===== src/rtl/fetch_queue.sv =====
// Instruction fetch producer: one outstanding imem request, predictor-driven next PC,
// and a circular FIFO of fetched entries presented to decode, with mispredict flush.
package fetch_queue_pkg;
    typedef struct packed {
        logic [31:0] pc;
        logic [31:0] pc_next;
        logic [31:0] out_inst;
        logic        prediction;
    } if_id_stage_reg_t;
endpackage

module fetch_queue
    import fetch_queue_pkg::*;
#(
    parameter int unsigned DEPTH    = 8,
    parameter logic [31:0] RESET_PC = 32'h1eceb000
) (
    input  logic             clk,
    input  logic             rst,
    output logic [31:0]      imem_addr,
    output logic [3:0]       imem_rmask,
    input  logic [31:0]      imem_rdata,
    input  logic             imem_resp,
    input  logic             pred_taken,
    input  logic [31:0]      pred_target,
    input  logic             branch,
    input  logic [31:0]      branch_target,
    input  logic             deq,
    output logic             empty,
    output if_id_stage_reg_t if_id_reg
);
    localparam int unsigned PW = $clog2(DEPTH);
    localparam int unsigned CW = PW + 1;

    typedef enum logic [1:0] {IDLE, WAIT, DISCARD} state_t;

    state_t           r_state;
    state_t           w_state_next;
    logic [CW-1:0]    r_count;
    logic [PW-1:0]    r_head;
    logic [PW-1:0]    r_tail;
    logic [31:0]      r_fetch_pc;
    logic [31:0]      r_req_addr;
    logic             r_pred_taken_q;
    logic [31:0]      r_pred_target_q;
    if_id_stage_reg_t r_mem [DEPTH];

    logic             w_issue;
    logic             w_enq;
    logic             w_deq;
    if_id_stage_reg_t w_entry;

    // Next state, issue and enqueue decisions; a flush suppresses both.
    always_comb begin
        w_state_next = r_state;
        w_issue      = 1'b0;
        w_enq        = 1'b0;
        case (r_state)
            IDLE: begin
                if (!rst && !branch && (r_count < CW'(DEPTH))) begin
                    w_issue      = 1'b1;
                    w_state_next = WAIT;
                end
            end
            WAIT: begin
                if (branch) begin
                    w_state_next = imem_resp ? IDLE : DISCARD;
                end else if (imem_resp) begin
                    w_enq        = 1'b1;
                    w_state_next = IDLE;
                end
            end
            DISCARD: begin
                if (imem_resp) w_state_next = IDLE;
            end
            default: w_state_next = IDLE;
        endcase
    end

    assign w_deq = deq && (r_count != '0) && !branch;

    always_comb begin
        w_entry.pc         = r_req_addr;
        w_entry.pc_next    = r_pred_taken_q ? r_pred_target_q : (r_req_addr + 32'd4);
        w_entry.out_inst   = imem_rdata;
        w_entry.prediction = r_pred_taken_q;
    end

    // Address is held from issue until the response, even across a flush.
    assign imem_addr  = (r_state == IDLE) ? r_fetch_pc : r_req_addr;
    assign imem_rmask = (w_issue || (r_state != IDLE)) ? 4'hF : 4'h0;
    assign empty      = (r_count == '0);
    assign if_id_reg  = empty ? '0 : r_mem[r_head];

    always_ff @(posedge clk or posedge rst) begin
        if (rst) begin
            r_state         <= IDLE;
            r_count         <= '0;
            r_head          <= '0;
            r_tail          <= '0;
            r_fetch_pc      <= RESET_PC;
            r_req_addr      <= RESET_PC;
            r_pred_taken_q  <= 1'b0;
            r_pred_target_q <= '0;
        end else begin
            r_state <= w_state_next;
            if (w_issue) begin
                r_req_addr      <= r_fetch_pc;
                r_pred_taken_q  <= pred_taken;
                r_pred_target_q <= {pred_target[31:2], 2'b00};
            end
            if (branch) begin
                r_count    <= '0;
                r_head     <= r_tail;
                r_fetch_pc <= {branch_target[31:2], 2'b00};
            end else begin
                if (w_enq) begin
                    r_tail     <= r_tail + PW'(1);
                    r_fetch_pc <= w_entry.pc_next;
                end
                if (w_deq) r_head <= r_head + PW'(1);
                case ({w_enq, w_deq})
                    2'b10:   r_count <= r_count + CW'(1);
                    2'b01:   r_count <= r_count - CW'(1);
                    default: r_count <= r_count;
                endcase
            end
        end
    end

    // Storage needs no reset: entries are only read while count covers them.
    always_ff @(posedge clk) begin
        if (w_enq) r_mem[r_tail] <= w_entry;
    end
endmodule


===== config.mk =====
export PLATFORM = sky130hd
export DESIGN_NAME = fetch_queue
export DESIGN_NICKNAME = d
export VERILOG_FILES = /design/src/rtl/fetch_queue.sv
export SDC_FILE = /design/constraint.sdc
export NUM_CORES = 1
export LEC_CHECK = 0
export CAP_MARGIN = 20
export CORE_ASPECT_RATIO = 1.75
export CORE_MARGIN = 5
export CORE_UTILIZATION = 38
export DETAILED_ROUTE_END_ITERATION = 8
export HOLD_SLACK_MARGIN = 0.03
export SLEW_MARGIN = 0
export SYNTH_ARGS = -nofsm -noshare
export SYNTH_HDL_FRONTEND = slang
export SYNTH_SLANG_ARGS = --single-unit

===== constraint.sdc =====
create_clock -name clk -period 7.8 [get_ports clk]
set_input_delay 1.17 -clock clk [delete_from_list [all_inputs] [get_ports clk]]
set_output_delay 1.17 -clock clk [all_outputs]
set_load 0.05 [all_outputs]

==> results of run 1 <==
==> through the flow <==
| step | total power [mW] | util, % |
|---|---|---|
| after detailed placement | 13.0 | 42.3 |
| after floorplan | 10.6 | - |
| after CTS | 17.0 | 45.1 |
| after global placement | 12.9 | 42.3 |
| after global routing | 17.5 | 45.2 |
| final | 16.7 | 45.2 |
==> synthesized netlist by cell type (2+ instances only) <==
cell type | number | area share [%]
nand2b_1 | 5 | 0.089
nor4b_1 | 2 | 0.050
nand2_1 | 51 | 0.54
mux2i_1 | 108 | 3.1
buf_1 | 19 | 0.20
buf_2 | 21 | 0.30
nand3b_1 | 2 | 0.043
or3_1 | 4 | 0.071
nor2_1 | 126 | 1.3
dfstp_2 | 24 | 1.8
xnor2_1 | 23 | 0.57
mux4_2 | 194 | 12
clkbuf_1 | 67 | 0.71
and4_1 | 5 | 0.12
nor3_1 | 16 | 0.23
dfrtp_1 | 83 | 5.9
a21oi_1 | 35 | 0.50
nand4_1 | 11 | 0.20
and2_1 | 4 | 0.071
a2bb2oi_1 | 4 | 0.099
nand3_1 | 12 | 0.17
ha_1 | 5 | 0.18
edfxtp_1 | 776 | 66
a221o_1 | 5 | 0.14
o221ai_1 | 14 | 0.35
nor4_1 | 7 | 0.12
mux2_2 | 102 | 3.3
o21a_1 | 4 | 0.085
and3_1 | 18 | 0.32
buf_4 | 3 | 0.064
o21ai_0 | 22 | 0.31
xor2_1 | 11 | 0.27
inv_1 | 9 | 0.096
nor2b_1 | 2 | 0.035
==> cell families (layout without fill, tap and decap cells) <==
| family | after synthesis | in the layout |
|---|---|---|
| adders and majority gates | 5 | 5 |
| xor gates and xnor gates | 34 | 34 |
| muxes | 404 | 404 |
| AOI/OAI and AO/OA | 91 | 91 |
| and+or+nand+nor | 268 | 268 |
| DFF | 883 | 883 |
| buffers and inverters | 120 | 439 |
| other | 0 | 2 |
==> final timing paths <==
path	start	endpoint	slack (ps)	depth (start not counted)
min in group asynchronous	rst	r_pred_target_q[2]$_DFFE_PP0P_	960	2
hold reg to reg	r_pred_target_q[11]$_DFFE_PP0P_	r_pred_target_q[11]$_DFFE_PP0P_	510	1
hold / removal	r_pred_target_q[11]$_DFFE_PP0P_	r_pred_target_q[11]$_DFFE_PP0P_	510	1
setup reg to reg	r_state[1]$_DFFE_PP0P_	r_mem[0][35]$_DFFE_PP_	4390	6
max in group asynchronous	rst	r_head[2]$_DFFE_PP0P_	5430	3
setup / recovery	r_head[1]$_DFFE_PP0P_	if_id_reg[46]	2480	5
==> flip-flops by register name, summed over array words and instances, names as in the netlist <==
signal           cells
r_count              4
r_fetch_pc          32
r_head               3
r_mem              776
r_pred_taken_q       1
r_pred_target_q     30
r_req_addr          32
r_state              2
r_tail               3
==> area by class of cell <==
cell class                      instances  area share (%)
Clock buffer                          106            5.30
Clock inverter                         47            1.05
Inverter                               10          0.0957
Timing Repair Buffer                  276            6.55
Tap cell                             1200            3.59
Sequential cell                       883            62.2
Multi-Input combinational cell        802            21.2
Antenna cell                            2          0.0120
==> report_power, final <==
| part | total [mW] | internal, mW | switching [mW] |
|---|---|---|---|
| Clock | 3.96 | 2.20 | 1.77 |
| Sequential | 6.61 | 5.95 | 0.659 |
| Combinational | 6.13 | 2.27 | 3.86 |
| Total | 16.7 | 10.4 | 6.29 |
==> worst max-delay path: cells and delay by family (launching register included) <==
family                 cells  cell delay [ps]
buffers and inverters      2             1530
AND/OR/NAND/NOR            1               90
flip-flops                 1             1050
multiplexers               2              770
==> layer usage <==
layer  wire (um)  vias to the layer above  global-route usage (%)
met4        2360                        2                    5.81
met5           7                        -                       0
met2       46300                      508                    31.5
met3        4450                      120                    2.88
li1            -                     7759                       -
met1       35300                     9410                    22.5
==> impl_results.md, run 1 <==
* Post-DP HPWL at about 53000 um
* First drt pass iteration count at 5
* Worst skew pair latency at 670 ps
* YS warnings at 0
* Endpoints failing hold at 0
* Routed wire length at between 80000 and 90000 um
* Syn-to-layout area delta at 18.6%
* Placer Congestion at roughly 0.84
* Grt total ovfl at 0
* Setup violation total in the final timing report at 0
* Nets at approximately 2.2k
* Final worst path period need at about 5300 ps
* Slew Viols, Final at 0
* Clk root buf: clkbuf_16
* Mux cell area share after synthesis at about a fifth
* Largest net degree at the start of global routing at between 80 and 90
* Synth Area in Adders at less than 1%
* Gr usage total at between 15 and 20%
* Arr. time, crit path at ~4200 ps
* Crit path largest cell delay at roughly 1100 ps
* Fillers at 7947
* Register area share after synthesis at about three quarters
* CTS tree: done
* Place WS at 3060 ps
* Kind of critical path: flop to output pin
* Startpoint types: flop
* Synth cell types at 45
* Die ar. at between 0.09 and 0.1 mm^2
* CP endpoint kind: output pin
* CTS Buf Count at between 80 and 90
* Core footprint at around 0.093 mm^2
* Number of synthesized flops with an enable pin at ~780
* Maxcap violations at 0
* Worst setup margin at 2480 ps
* I/O Buffers at 231
* Hold-fix buffers, CTS at 0
* Final worst-path cycle share at around 68%
* Num rows at approximately 150
* Final cell count without fillers at between 3k and 4k
* First-pass GRT wire length at ~130000 um
* Post-Synth XOR/XNOR Area at 0.844%
* Max-slew headroom at between 30% and 40%
* Worst min path class: flop to flop
* Outcome: finished clean
* Critical path's slowest cell: dfrtp_4
* Simple-Gate Fraction of Synth Area at roughly 3.5%
* Starting Density at roughly two fifths
* Synthesized flop and latch total at between 800 and 900
* Mean Syn Cell Area at between 15 and 20 um^2
* Routed Antenna Nets at 0
* WL/cell at between 20 and 30 um
* Synthesized area at ~0.035 mm^2
* Residual DRC count at 0
* Top_reg_cell synth: edfxtp_1
* Clock sinks at approximately 880
* Post-Synthesis Cells at 1805
* Initial antenna violation count at 6
* Reg area at 0.0260 mm^2
* VDD IR max at roughly 270 uV
* Clock Pin Slew Worst Setup and Hold Paths at around 70 ps
* Share of layout cells above drive strength 1 at approximately a quarter
* Number of global-route vias before repair at between 15k and 20k
* Hold Slack at between 500 and 600 ps
* Dpl cell area at 0.0391 mm^2
* Placed Cells at 3167
* Clk buf depth at 3
* Post-CTS Setup Inserts at 0
* I/O pins at between 200 and 250
* Ys async rst share at between 10% and 20%
* TNS Setup at 0 ps
* RSZ-0062 raised after global routing: false
* Most common cell after layout, fill and taps aside: edfxtp_1
* Multi-input gate area at about 0.0089 mm^2
* Standby leakage power at roughly 13 nW
* Post-cts sizing count at 0
* DR vias/cell at approximately 5.4
* CP Max Fanout at 57
* Cell Pwr Density at ~400 mW/mm^2
* Synth Area in Compound Gates at ~1.7%
* Slew @ Worst Pin at around 1000 ps
* Die Span X at 240 um
* Fin area at around 0.042 mm^2
* Initial drt markers at about 1.3k
* Leading cell types in the layout, fill and taps excluded: edfxtp_1, clkdlybuf4s50_1, mux4_2, nor2_1, mux2i_1
* Max frequency at between 150 and 200 MHz
* CP required at approximately 6600 ps
* Die height at between 400 and 500 um
* Crit-path cells: buf_4, mux4_2, mux2i_1, nor2_1, clkdlybuf4s50_1
* H-tree depth at 3
* Mapped Nets at ~1.9k
* Vias post-DR at 17.8k
* Main combinational cell family by area after synthesis: multiplexers
* Worst Skew at ~28 ps
Power figures use the tool's default switching activity.
==> run 2, diff against run 1 <==
clock period = 4.65 ns   (was 7.8 ns; I/O delays follow)
==> run 2 against run 1 <==
Clock-buffer cell count shrank 7; first-iteration DRC count shrank 2.2%; via count rose by 0.89%; utilization is 0.36 points higher; clock skew grew 8.1 ps; global-route usage up 0.054 points; final cell count grew 0.48%; sequential power up 65%; combinational power rose by 73%; non-clock buffer count is 23 higher; final area is 0.79% higher; die area is the same; critical path type unchanged; largest power group unchanged.
==> impl_results.md, run 2 (synthesis results as in run 1) <==
* Initial drt markers at 1244 (was 1272)
* Worst setup margin at 474 ps (was 2480 ps)
* Final worst path period need at roughly 4200 ps
* Clk buf depth at 3 (unchanged)
* VDD IR max at 660 uV (was 269 uV)
* Grt total ovfl at 0 (unchanged)
* Clk pwr share at 23.3% (was 23.7%)
* RSZ-0062 raised after global routing: false (unchanged)
* Reg area at 0.0260 mm^2 (unchanged)
* Hold-fix buffers, CTS at 0 (unchanged)
* Worst min path class: input port to flop (was flop to flop)
* CP endpoint kind: output pin (unchanged)
* First-pass GRT wire length at 131000 um (about the same)
* Max frequency at about 240 MHz
* Slew Viols, Final at 0 (unchanged)
* Die Span X at 240 um (unchanged)
* Share of layout cells above drive strength 1 at 24.4% (was 23.6%)
* Routed wire length at 89000 um (was 88400 um)
* First drt pass iteration count at 6 (was 5)
* Clock sinks at 883 (unchanged)
* Slew @ Worst Pin at 1040 ps (about the same)
* I/O Buffers at 231 (unchanged)
* Routed Antenna Nets at 0 (unchanged)
* Vias post-DR at 18.0k (was 17.8k)
* Seq pwr share at 38.9% (was 39.6%)
* Place WS at 1080 ps (was 3060 ps)
* Syn-to-layout area delta at 19.5% (was 18.6%)
* Starting Density at 38.1% (unchanged)
* Maxcap violations at 0 (unchanged)
* Die ar. at 0.0993 mm^2 (unchanged)
* Leading cell types in the layout, fill and taps excluded: edfxtp_1, clkdlybuf4s50_1, mux4_2, nor2_1, mux2i_1 (unchanged)
* DR vias/cell at 5.37 (was 5.35)
* Biggest register: r_mem (unchanged)
* Switching power at 10.6 mW (was 6.29 mW)
* R2r setup slk at 1170 ps (was 4390 ps)
* Kind of critical path: flop to output pin (unchanged)
* Final Util at 45.5% (was 45.2%)
* Number of global-route vias before repair at 19.5k (about the same)
* Outcome: finished clean (unchanged)
* Num rows at 148 (unchanged)
* Gr usage total at 17.9% (about the same)
* Worst skew pair latency at 670 ps (about the same)
* I/O pins at 236 (unchanged)
* Endpoints failing hold at 0 (unchanged)
* Cell Pwr Density at 667 mW/mm^2 (was 399 mW/mm^2)
* Max-slew headroom at 30.9% (was 30.4%)
* Max FFs per register at 776 (unchanged)
* P_int at 17.5 mW (was 10.4 mW)
* Placer Congestion at 0.856 (was 0.843)
* Arr. time, crit path at 3480 ps (was 4150 ps)
* Fillers at 7947 (unchanged)
* Die height at 413 um (unchanged)
* Core footprint at 0.0926 mm^2 (unchanged)
* Standby leakage power at 13.6 nW (was 13.4 nW)
* Residual DRC count at 0 (unchanged)
* Switching share of power at 37.6% (about the same)
* Clk root buf: clkbuf_16 (unchanged)
* Initial antenna violation count at 6 (unchanged)
* CTS Buf Count at 81 (was 83)
* Startpoint types: flop (unchanged)
* Largest regs: r_mem: 776 flops, r_fetch_pc: 32 flops, r_req_addr: 32 flops (unchanged)
* CP Max Fanout at 45 (was 57)
* Nets at 2184 (was 2163)
* H-tree depth at 3 (unchanged)
* Worst Skew at 36.3 ps (was 28.2 ps)
* CP required at 3950 ps (was 6630 ps)
* Clock Pin Slew Worst Setup and Hold Paths at 60 ps (was 70 ps)
* Post-DP HPWL at 54500 um (was 53100 um)
* Largest net degree at the start of global routing at 98 (was 86)
* WL/cell at 26.6 um (about the same)
* Most common cell after layout, fill and taps aside: edfxtp_1 (unchanged)
* Post-cts sizing count at 0 (unchanged)
* Post-CTS Setup Inserts at 0 (unchanged)
* Combinational share of power at 37.7% (was 36.7%)
* Multi-input gate area at 0.00886 mm^2 (unchanged)
* CTS tree: done (unchanged)
* Setup violation total in the final timing report at 0 (unchanged)
* Final worst-path cycle share at roughly nine tenths
-- run 2: worst paths after layout --
kind | from | endpoint | cells past startpoint
worst max-delay path | r_head[1]$_DFFE_PP0P_ | if_id_reg[23] | 6
worst max register to register | r_req_addr[4]$_DFFE_PP0P_ | r_mem[3][61]$_DFFE_PP_ | 5
max in group asynchronous | rst | r_req_addr[22]$_DFFE_PP1P_ | 3
worst min register to register | r_pred_target_q[6]$_DFFE_PP0P_ | r_pred_target_q[6]$_DFFE_PP0P_ | 1
worst min-delay path | branch | r_head[2]$_DFFE_PP0P_ | 3
min in group asynchronous | rst | r_req_addr[2]$_DFFE_PP0P_ | 2
-- run 2: power by group through the flow --
stage,clock network (mW),registers (mW),logic [mW]
6_report,6.56,10.9,10.6
5_1_grt,7.06,11.0,11.3
4_1_cts,6.76,11.0,10.8
3_5_place_dp,0,11.1,10.8
3_3_place_gp,0,11.1,10.7
2_1_floorplan,0,10.6,7.23
-- run 2: cell type report --
cell class	count	share of cell area [%]
repair buffers	299	7.43
multi-input cells	802	21.0
clock buffers	99	5.02
diodes	2	0.0119
flip-flops and latches	883	61.7
well taps	1200	3.56
inverters	10	0.0950
clock inverters	47	1.15
-- run 2: stage by stage --
| step | power (mW) | TNS (ps) | hold WS [ps] | std cells | instance area [um^2] |
|---|---|---|---|---|---|
| after global placement | 21.7 | 0 | 494 | 3189 | 39500 |
| after global routing | 29.4 | 0 | 505 | 3340 | 42200 |
| after detailed placement | 21.9 | 0 | 496 | 3189 | 39500 |
| after CTS | 28.5 | 0 | 450 | 3335 | 42100 |
| final | 28.1 | 0 | 505 | 3342 | 42200 |
| after floorplan | 17.8 | -996150 | 474 | 1805 | 35300 |
-- run 2: worst max-delay path, cell delays in order (launching register included) --
cell,delay (ps)
dfrtp_4,970
buf_12,300
buf_12,200
mux4_2,300
mux2i_1,200
nor2_1,60
clkdlybuf4s50_1,720
-- run 2: metal layers --
metal  up-vias  share of wire (%)  track usage (%)
met3       124                5.0             2.98
li1       7817                  -                -
met1      9524                 40             22.4
met2       490                 53             32.0
met4         2                2.6             5.43
met5         -             0.0079                0
==> run 3, diff against run 2 <==
CAP_MARGIN = 30   (was 20)
REMOVE_ABC_BUFFERS = 1   (was default)
==> run 3 against run 2 <==
Non-clock buffer count down 7; utilization grew 0.13 points; sequential power hardly changed; register-to-register slack got worse by 30 ps; critical path depth is the same; clock power grew 4.4%; maximum frequency increased by 2.0%; final area rose by 0.28%; clock skew decreased by 20 ps; via count about the same; die area stayed put; first-iteration DRC count fell by 2.2%; largest cell class unchanged.
==> impl_results.md, run 3 (synthesis results as in run 1) <==
* TNS Setup at 0 ps (unchanged)
* Initial antenna violation count at 3 (was 6)
* Final worst path period need at 4090 ps (was 4180 ps)
* Worst R2R End: r_mem[6][63]$_DFFE_PP_ (was r_mem[3][61]$_DFFE_PP_)
* Core footprint at 0.0926 mm^2 (unchanged)
* Kind of critical path: flop to output pin (unchanged)
* Placer Congestion at 0.762 (was 0.856)
* Worst skew pair latency at 660 ps (was 670 ps)
* WHS Path Cells at 1 (was 3)
* Leading cell types in the layout, fill and taps excluded: edfxtp_1, clkdlybuf4s50_1, mux4_2, nor2_1, mux2i_1 (unchanged)
* Max-slew headroom at 32.8% (was 30.9%)
* CP Max Fanout at 23 (was 45)
* Die Span X at 240 um (unchanged)
* Post-cts sizing count at 0 (unchanged)
* Clk root buf: clkbuf_16 (unchanged)
* Max FFs per register at 776 (unchanged)
* CTS Buf Count at 82 (was 81)
* First-pass GRT wire length at 131000 um (about the same)
* Routed Antenna Nets at 0 (unchanged)
* Gr usage total at 17.9% (about the same)
* Worst R2R Start: r_req_addr[6]$_DFFE_PP0P_ (was r_req_addr[4]$_DFFE_PP0P_)
* Slew Viols, Final at 0 (unchanged)
* H-tree depth at 3 (unchanged)
* Routed wire length at 88500 um (was 89000 um)
* Worst min path class: flop to flop (was input port to flop)
* I/O Buffers at 231 (unchanged)
* Nets at 2178 (was 2184)
* Largest regs: r_mem: 776 flops, r_fetch_pc: 32 flops, r_req_addr: 32 flops (unchanged)
* Slew @ Worst Pin at 998 ps (was 1040 ps)
* Share of layout cells above drive strength 1 at 24.8% (was 24.4%)
* Cell Pwr Density at 670 mW/mm^2 (was 667 mW/mm^2)
* CP endpoint kind: output pin (unchanged)
* Biggest register: r_mem (unchanged)
* Num rows at 148 (unchanged)
* Reg2reg path depth at 6 (was 5)
* Initial drt markers at 1217 (was 1244)
* # diodes at 0 (was 2)
* Largest net degree at the start of global routing at 97 (was 98)
* Endpoints failing hold at 0 (unchanged)
* Clk buf depth at 3 (unchanged)
* Die height at 413 um (unchanged)
* RSZ-0062 raised after global routing: false (unchanged)
* Vias post-DR at 18.0k (about the same)
* Clock Pin Slew Worst Setup and Hold Paths at 60 ps (about the same)
* R2r setup slk at 1140 ps (was 1170 ps)
* Final worst-path cycle share at 88.0% (was 89.8%)
* Number of global-route vias before repair at 19.5k (about the same)
* Final Util at 45.7% (was 45.5%)
* Post-DP HPWL at 52000 um (was 54500 um)
* Maxcap violations at 0 (unchanged)
* Most common cell after layout, fill and taps aside: edfxtp_1 (unchanged)
* Post-CTS Setup Inserts at 0 (unchanged)
* Startpoint types: flop (unchanged)
* DR vias/cell at 5.38 (was 5.37)
* Clock sinks at 883 (unchanged)
* CP required at 3950 ps (about the same)
* Worst Hold Endpoint: r_pred_target_q[5]$_DFFE_PP0P_ (was r_head[2]$_DFFE_PP0P_)
* VDD IR max at 477 uV (was 660 uV)
* First drt pass iteration count at 6 (unchanged)
* Outcome: finished clean (unchanged)
* Setup violation total in the final timing report at 0 (unchanged)
* Standby leakage power at 13.6 nW (about the same)
* Grt total ovfl at 0 (unchanged)
* I/O pins at 236 (unchanged)
* Starting Density at 38.1% (unchanged)
* Hold wc startpoint: r_pred_target_q[5]$_DFFE_PP0P_ (was branch)
* Syn-to-layout area delta at 19.8% (was 19.5%)
* Die ar. at 0.0993 mm^2 (unchanged)
* Max frequency at 244 MHz (was 239 MHz)
* Residual DRC count at 0 (unchanged)
* Arr. time, crit path at 3400 ps (was 3480 ps)
* CTS tree: done (unchanged)
* Worst Skew at 16.2 ps (was 36.3 ps)
* WL/cell at 26.5 um (was 26.6 um)
* Hold-fix buffers, CTS at 0 (unchanged)
==> run 3: changes by cell type in the layout (fill, tap and decap cells not counted), moves of 3 or more <==
cell	previous run	this run
clkinv_1	16	11
buf_4	38	32
clkinv_2	9	12
clkinv_4	0	4
clkbuf_8	2	7
clkbuf_4	5	0
==> run 3: final cells by class <==
type	instances	area [um^2]
clock inverter	48	509
timing repair buffer	292	3120
fill	7866	50300
sequential	883	26000
tap	1200	1500
multi-input combinational	802	8860
inverter	10	40.0
clock buffer	104	2230
==> run 3: through the flow <==
| stage | hold slack [ps] | std cells | setup WS, ps | power, mW | area, um^2 |
|---|---|---|---|---|---|
| after CTS | 510 | 3338 | 396 | 28.7 | 42300 |
| after global placement | 492 | 3184 | 1140 | 21.6 | 39500 |
| after detailed placement | 496 | 3186 | 1130 | 21.8 | 39500 |
| final | 507 | 3339 | 556 | 28.3 | 42300 |
| after floorplan | 474 | 1695 | -7310 | 16.2 | 34800 |
| after global routing | 526 | 3339 | 323 | 29.6 | 42300 |
==> run 3: power by group <==
part	internal, mW	switching, mW	total (mW)	leakage [nW]
sequential	9.99	0.853	10.8	8.32
clock	3.87	2.97	6.85	1.33
combinational	3.94	6.71	10.7	3.99
==> run 3: worst max-delay path by stage <==
stage	from	to	slack [ps]	cells after the start
global route	r_head[0]$_DFFE_PP0P_	if_id_reg[81]	320	5
detailed placement	r_head[0]$_DFFE_PP0P_	if_id_reg[95]	1130	6
floorplan	r_count[0]$_DFFE_PP0P_	if_id_reg[0]	-7310	2
CTS	r_head[0]$_DFFE_PP0P_	if_id_reg[95]	400	6
global placement	r_head[0]$_DFFE_PP0P_	if_id_reg[11]	1140	6
finish	r_head[0]$_DFFE_PP0P_	if_id_reg[11]	560	6
==> run 3: routing by layer <==
metal / wire (um) / vias to the layer above / GRT usage (%)
met5: 7 / - / 0
met4: 1660 / 2 / 4.45
met3: 4850 / 106 / 3.28
met2: 45900 / 516 / 31.4
met1: 36000 / 9558 / 23.0
li1: - / 7792 / -
==> run 3: worst max-delay path: stages, from the launching register on <==
cell	delay, ps
dfrtp_4	570
buf_12	270
buf_4	300
mux4_2	520
mux2i_1	260
nor2_1	80
clkdlybuf4s50_1	720
